<file path="src/rtl/riscv_ctrl_pkg.sv">
// Shared encodings for the multicycle RV32I controller: FSM states, opcodes,
// ALU operation classes and datapath mux selects.
package riscv_ctrl_pkg;

  localparam logic [3:0] ST_FETCH    = 4'd0;
  localparam logic [3:0] ST_DECODE   = 4'd1;
  localparam logic [3:0] ST_MEMADR   = 4'd2;
  localparam logic [3:0] ST_MEMREAD  = 4'd3;
  localparam logic [3:0] ST_MEMWB    = 4'd4;
  localparam logic [3:0] ST_MEMWRITE = 4'd5;
  localparam logic [3:0] ST_EXECR    = 4'd6;
  localparam logic [3:0] ST_EXECI    = 4'd7;
  localparam logic [3:0] ST_ALUWB    = 4'd8;
  localparam logic [3:0] ST_BEQ      = 4'd9;
  localparam logic [3:0] ST_JAL      = 4'd10;
  localparam logic [3:0] ST_TRAP     = 4'd11;

  typedef enum logic [3:0] {
    FETCH    = ST_FETCH,
    DECODE   = ST_DECODE,
    MEMADR   = ST_MEMADR,
    MEMREAD  = ST_MEMREAD,
    MEMWB    = ST_MEMWB,
    MEMWRITE = ST_MEMWRITE,
    EXECR    = ST_EXECR,
    EXECI    = ST_EXECI,
    ALUWB    = ST_ALUWB,
    BEQ      = ST_BEQ,
    JAL      = ST_JAL,
    TRAP     = ST_TRAP
  } state_t;

  localparam logic [6:0] OP_LW  = 7'b0000011;
  localparam logic [6:0] OP_SW  = 7'b0100011;
  localparam logic [6:0] OP_R   = 7'b0110011;
  localparam logic [6:0] OP_I   = 7'b0010011;
  localparam logic [6:0] OP_BEQ = 7'b1100011;
  localparam logic [6:0] OP_JAL = 7'b1101111;

  localparam logic [1:0] ALUOP_ADD   = 2'b00;
  localparam logic [1:0] ALUOP_SUB   = 2'b01;
  localparam logic [1:0] ALUOP_FUNCT = 2'b10;

  localparam logic [2:0] ALU_ADD = 3'b000;
  localparam logic [2:0] ALU_SUB = 3'b001;
  localparam logic [2:0] ALU_AND = 3'b010;
  localparam logic [2:0] ALU_OR  = 3'b011;
  localparam logic [2:0] ALU_SLT = 3'b101;

  localparam logic [1:0] RES_ALUOUT    = 2'b00;
  localparam logic [1:0] RES_DATA      = 2'b01;
  localparam logic [1:0] RES_ALURESULT = 2'b10;

  localparam logic [1:0] SRCA_PC    = 2'b00;
  localparam logic [1:0] SRCA_OLDPC = 2'b01;
  localparam logic [1:0] SRCA_A     = 2'b10;

  localparam logic [1:0] SRCB_WD   = 2'b00;
  localparam logic [1:0] SRCB_IMM  = 2'b01;
  localparam logic [1:0] SRCB_FOUR = 2'b10;

  localparam logic [1:0] IMM_I = 2'b00;
  localparam logic [1:0] IMM_S = 2'b01;
  localparam logic [1:0] IMM_B = 2'b10;
  localparam logic [1:0] IMM_J = 2'b11;

endpackage

</file>
<file path="src/rtl/alu_decoder.sv">
// Maps the FSM's ALU operation class plus instruction fields to an ALU opcode.
// Purely combinational.
module alu_decoder
  import riscv_ctrl_pkg::*;
(
  input  logic [1:0] alu_op,
  input  logic [2:0] funct3,
  input  logic       op5,
  input  logic       funct7b5,
  output logic [2:0] alu_control
);

  always_comb begin
    alu_control = ALU_ADD;
    case (alu_op)
      ALUOP_ADD: alu_control = ALU_ADD;
      ALUOP_SUB: alu_control = ALU_SUB;
      ALUOP_FUNCT: begin
        case (funct3)
          // op5 separates R-type sub from addi, which reuses Instr[30] as immediate
          3'b000:  alu_control = (op5 & funct7b5) ? ALU_SUB : ALU_ADD;
          3'b010:  alu_control = ALU_SLT;
          3'b110:  alu_control = ALU_OR;
          3'b111:  alu_control = ALU_AND;
          default: alu_control = ALU_ADD;
        endcase
      end
      default: alu_control = ALU_ADD;
    endcase
  end

endmodule

</file>
<file path="src/rtl/multicycle_controller.sv">
// Moore FSM sequencing a multicycle RV32I datapath (lw, sw, R, I, beq, jal);
// unknown opcodes park in TRAP until reset. Write enables are gated by reset.
module multicycle_controller
  import riscv_ctrl_pkg::*;
(
  input  logic       clk,
  input  logic       rst,
  input  logic [6:0] op,
  input  logic [2:0] funct3,
  input  logic       funct7b5,
  input  logic       Zero,
  output logic       PCWrite,
  output logic       AdrSrc,
  output logic       MemWrite,
  output logic       IRWrite,
  output logic [1:0] ResultSrc,
  output logic [1:0] ALUSrcA,
  output logic [1:0] ALUSrcB,
  output logic       RegWrite,
  output logic [1:0] ImmSrc,
  output logic [2:0] ALUControl,
  output logic       illegal,
  output logic [3:0] state
);

  state_t     state_q, state_d;
  logic       pc_update, branch, ir_wr, reg_wr, mem_wr;
  logic [1:0] alu_op;

  always_ff @(posedge clk or negedge rst) begin
    if (!rst) state_q <= FETCH;
    else      state_q <= state_d;
  end

  always_comb begin
    state_d = state_q;
    case (state_q)
      FETCH: state_d = DECODE;
      DECODE: begin
        case (op)
          OP_LW, OP_SW: state_d = MEMADR;
          OP_R:         state_d = EXECR;
          OP_I:         state_d = EXECI;
          OP_BEQ:       state_d = BEQ;
          OP_JAL:       state_d = JAL;
          default:      state_d = TRAP;
        endcase
      end
      MEMADR:   state_d = (op == OP_LW) ? MEMREAD : MEMWRITE;
      MEMREAD:  state_d = MEMWB;
      MEMWB:    state_d = FETCH;
      MEMWRITE: state_d = FETCH;
      EXECR:    state_d = ALUWB;
      EXECI:    state_d = ALUWB;
      JAL:      state_d = ALUWB;
      ALUWB:    state_d = FETCH;
      BEQ:      state_d = FETCH;
      TRAP:     state_d = TRAP;
      default:  state_d = FETCH;
    endcase
  end

  always_comb begin
    pc_update = 1'b0;
    branch    = 1'b0;
    ir_wr     = 1'b0;
    reg_wr    = 1'b0;
    mem_wr    = 1'b0;
    AdrSrc    = 1'b0;
    ResultSrc = RES_ALUOUT;
    ALUSrcA   = SRCA_PC;
    ALUSrcB   = SRCB_WD;
    alu_op    = ALUOP_ADD;
    illegal   = 1'b0;
    case (state_q)
      FETCH: begin
        ir_wr     = 1'b1;
        ALUSrcB   = SRCB_FOUR;
        ResultSrc = RES_ALURESULT;
        pc_update = 1'b1;
      end
      // branch target is computed here so BEQ can use the ALU for the compare
      DECODE: begin
        ALUSrcA = SRCA_OLDPC;
        ALUSrcB = SRCB_IMM;
      end
      MEMADR: begin
        ALUSrcA = SRCA_A;
        ALUSrcB = SRCB_IMM;
      end
      MEMREAD: AdrSrc = 1'b1;
      MEMWB: begin
        ResultSrc = RES_DATA;
        reg_wr    = 1'b1;
      end
      MEMWRITE: begin
        AdrSrc = 1'b1;
        mem_wr = 1'b1;
      end
      EXECR: begin
        ALUSrcA = SRCA_A;
        ALUSrcB = SRCB_WD;
        alu_op  = ALUOP_FUNCT;
      end
      EXECI: begin
        ALUSrcA = SRCA_A;
        ALUSrcB = SRCB_IMM;
        alu_op  = ALUOP_FUNCT;
      end
      ALUWB: reg_wr = 1'b1;
      BEQ: begin
        ALUSrcA = SRCA_A;
        ALUSrcB = SRCB_WD;
        alu_op  = ALUOP_SUB;
        branch  = 1'b1;
      end
      JAL: begin
        ALUSrcA   = SRCA_OLDPC;
        ALUSrcB   = SRCB_FOUR;
        pc_update = 1'b1;
      end
      TRAP:    illegal = 1'b1;
      default: ;
    endcase
  end

  // reset may land while in FETCH, whose enables must not reach the datapath
  assign PCWrite  = rst & (pc_update | (branch & Zero));
  assign IRWrite  = rst & ir_wr;
  assign RegWrite = rst & reg_wr;
  assign MemWrite = rst & mem_wr;
  assign state    = state_q;

  always_comb begin
    case (op)
      OP_SW:   ImmSrc = IMM_S;
      OP_BEQ:  ImmSrc = IMM_B;
      OP_JAL:  ImmSrc = IMM_J;
      default: ImmSrc = IMM_I;
    endcase
  end

  alu_decoder u_alu_decoder (
    .alu_op      (alu_op),
    .funct3      (funct3),
    .op5         (op[5]),
    .funct7b5    (funct7b5),
    .alu_control (ALUControl)
  );

endmodule

</file>
<file path="config.mk">
export PLATFORM = sky130hd
export DESIGN_NAME = multicycle_controller
export DESIGN_NICKNAME = d
export VERILOG_FILES = /design/src/rtl/riscv_ctrl_pkg.sv /design/src/rtl/alu_decoder.sv /design/src/rtl/multicycle_controller.sv
export SDC_FILE = /design/constraint.sdc
export NUM_CORES = 1
export LEC_CHECK = 0
export BUFFER_PORTS_ARGS = -buffer_cell sky130_fd_sc_hd__buf_4
export CORE_MARGIN = 5
export CORE_UTILIZATION = 40
export CTS_BUF_LIST = sky130_fd_sc_hd__clkbuf_16
export DETAILED_ROUTE_END_ITERATION = 7
export HOLD_SLACK_MARGIN = 0.02
export PLACE_DENSITY_LB_ADDON = 0.3
export SYNTH_ARGS = -nofsm -noshare
export SYNTH_HDL_FRONTEND = slang
export SYNTH_SLANG_ARGS = --single-unit
</file>
<file path="constraint.sdc">
create_clock -name clk -period 2.5 [get_ports clk]
set_input_delay 0.25 -clock clk [delete_from_list [all_inputs] [get_ports clk]]
set_output_delay 0.25 -clock clk [all_outputs]
set_load 0.005 [all_outputs]
</file>
==> summary.md <==
| Metric | Value |
|---|---|
| Total grt overflow | 0 |
| Grt met2 use | 27.8% |
| Met1 usage | 18.4% |
| Final #Nets | 130 |
| Clock sinks | 4 |
| FF+latch area | 100 um^2 |
| Sequential share of the synthesized area | 17.0% |
| Crit start category | register |
| TritonRoute pass-1 iters | 6 |
| Final instance area | 936 um^2 |
| P_leak | 0.447 nW |
| Comb power frac | 59.4% |
| GR peak layer | met2 |
| Routed len/inst | 14.9 um |
| PwrDens | 1100 nW/um^2 |
| Async set-reset flop share out of synthesis | 100% |
| Layout Utilization | 69.3% |
| Reg-to-reg startpoint | state[3]$_DFF_PN0_ |
| Worst Path Max Fanout | 15 |
| Via Count | 714 |
| Post-route setup slack | 0.224 ns |
| Max reg flops | 4 |
| Max VDD drop | 0.743 mV |
| Setup Viol. Count Final | 0 |
| Area share of the largest cell type after synthesis | 17.0% |
| Die ar. | 2340 um^2 |
| Setup_tns | 0 ns |
| Clk buf depth | 2 |
| Layout cells sized above 1 | 37.5% |
| First-pass GRT wire length | 3260 um |
| Post-synthesis cell area | 589 um^2 |
| Final Hold Violating Endpoints | 0 |
| Outcome | completed |
| Synth Register Bits | 4 |
| # resized after CTS | 0 |
| Worst-path clk slew | 0.03 ns |
| Synth unique cells | 40 |
| Row cnt | 13 |
| Critical-path top delay cell | dfrtp_1 |
| Period utilization | 91.0% |
| IO Port Bufs | 34 |
| Sw Pwr | 0.396 mW |
| Placer Congestion | 0.779 |
| Residual DRC | 0 |
| Initial Util | 43.7% |
| DR iter-0 viols | 15 |
| Number of global-route vias before repair | 756 |
| Post-synth top area cell | dfrtp_1 |
| Dpl ws | 0.495 ns |
| Routed vias/inst | 5.62 |
| Commonest non-fill, non-tap cell in the layout | buf_4 |
| Reg2Reg Setup Slack | 1.13 ns |
| Delay of the slowest critical-path stage | 0.63 ns |
| Critical Path End Type | output port |
| Core area | 1350 um^2 |
| Antenna violations before repair | 0 |
| Grt met3 use | 6.12% |
| Slew headroom | 68.1% |
| Multi-input gate area | 442 um^2 |
| Placed Area | 851 um^2 |
| Layout fillers | 98 |
| WL final | 1890 um |
| Pin count of the biggest net entering global routing | 18 |
| R2r endpoint | state[1]$_DFF_PN0_ |
| Top FF cell, synth | dfrtp_1 |
| Clk_lat worst skew | 0.22 ns |
| Crit path time final | 2.28 ns |
| Hold crit path type | in2async |
| Net Sw Frac | 38.7% |
| Dominant cells by area after synthesis | dfrtp_1 (17%), nor3_1 (7.6%), nor2b_1 (5.3%) |
| TritonCTS clock tree | done |
| Final Max Slew Viols | 0 |
| Dpl cells | 123 |
| # IOs | 35 |
| Instance count of the mapped netlist | 77 |
| Total internal power | 0.629 mW |
| Most frequent cells in the layout | buf_4 (36), nor3_1 (9), nand2_1 (5), nor2b_1 (5) |
| Worst-Margin Slew | 0.478 ns |
| N_diodes | 0 |
| Post-Syn Area per Cell | 7.65 um^2 |
| Die W | 48.4 um |
| CP Data Arrival Time | 2.03 ns |
| Max-cap violation count | 0 |
| Layout Cells excl Fill | 127 |
| Syn_nets | 93 |
| Critical Path RT | 2.25 ns |
| Setup Skew | 0.000169 ns |
| Area added between synthesis and finish | 58.8% |
| ANT nets after route | 0 |
| CTS root buffer | clkbuf_16 |
| Clock power frac | 24.7% |
| Crit-path cells | nand2b_1 > or3_4 > ha_1 > nor2b_1 > o21ai_0 > a21oi_1 > buf_4 |
| Flop pwr share | 15.9% |
| Synth Warn # | 0 |
| RSZ-0062 raised after global routing | no |
| All-Layer GR Usage | 16.7% |
| Peak Freq | 0.439 GHz |
| Post-synth EDFFs | 0 |
| H-tree depth | 1 |
| Depth of the worst register-to-register path | 3 |
| Die Ht | 48.4 um |
| Detailed placer's ending HPWL | 1350 um |
| CTS buffer count | 3 |
| Critical Setup Path Class | reg2out |
power groups by stage:
stage,logic (mW),clock network (mW),registers [mW]
2_1_floorplan,0.382,0,0.127
3_3_place_gp,0.596,0,0.157
3_5_place_dp,0.603,0,0.161
4_1_cts,0.615,0.252,0.161
5_1_grt,0.678,0.263,0.172
6_report,0.609,0.253,0.163
synthesized netlist by cell type, types with 2 or more instances:
cell type / instances
nor3_1: 9
nand2_1: 5
nor2b_1: 5
buf_2: 4
dfrtp_1: 4
inv_1: 4
nor2_1: 4
a21oi_1: 2
and2_1: 2
and3_1: 2
ha_1: 2
nand2b_1: 2
nor4b_1: 2
o21ai_0: 2
or3_1: 2
xnor2_1: 2
area by class of cell:
type                            count  share of cell area, %
Clock buffer                        3                   8.02
Tap cell                           15                   2.01
Timing Repair Buffer               37                   29.9
Inverter                            5                   2.14
Sequential cell                     4                   10.7
Multi-Input combinational cell     63                   47.2
worst max path at each step:
stage / from / endpoint / slack (ns) / depth (start not counted)
after floorplan: state[1]$_DFF_PN0_ / ALUControl[1] / 0.77 / 4
after global placement: state[3]$_DFF_PN0_ / ALUControl[1] / 0.55 / 5
after detailed placement: state[0]$_DFF_PN0_ / ALUControl[0] / 0.49 / 7
after CTS: state[3]$_DFF_PN0_ / ALUControl[0] / 0.25 / 7
after global routing: state[0]$_DFF_PN0_ / ALUControl[0] / 0.11 / 7
final: state[3]$_DFF_PN0_ / ALUControl[0] / 0.22 / 7
kinds of logic after synthesis:
| group | synth area share, % |
|---|---|
| buf+inv | 8.07 |
| flops | 17.0 |
| fa+ha+maj | 4.25 |
| compound gates | 20.4 |
| simple gates | 45.9 |
| xor+xnor | 4.46 |
per-stage QoR:
stage	total power [mW]	hold WS, ns
global route	1.11	0.418
global placement	0.753	0.0609
detailed placement	0.764	0.0647
floorplan	0.508	-0.0456
finish	1.03	0.395
CTS	1.03	0.377
worst max-delay path: cells and delay by family (launching register included):
family / cells / cell delay (ns)
simple gates: 3 / 0.64
buf+inv: 1 / 0.14
flops: 1 / 0.63
fa+ha+maj: 1 / 0.23
compound gates: 2 / 0.17
per-layer routing:
metal / share of wire, % / up-vias
met1: 41 / 319
met5: 0 / -
li1: - / 359
met3: 8.8 / 0
met4: 0 / 0
met2: 50 / 36
repair_timing:
| action | in CTS | in global routing |
|---|---|---|
| hold endpoints to repair | 4 | 0 |
| buffers inserted | 0 | 0 |
| hold buffers | 1 | 0 |
Power figures use the tool's default switching activity.
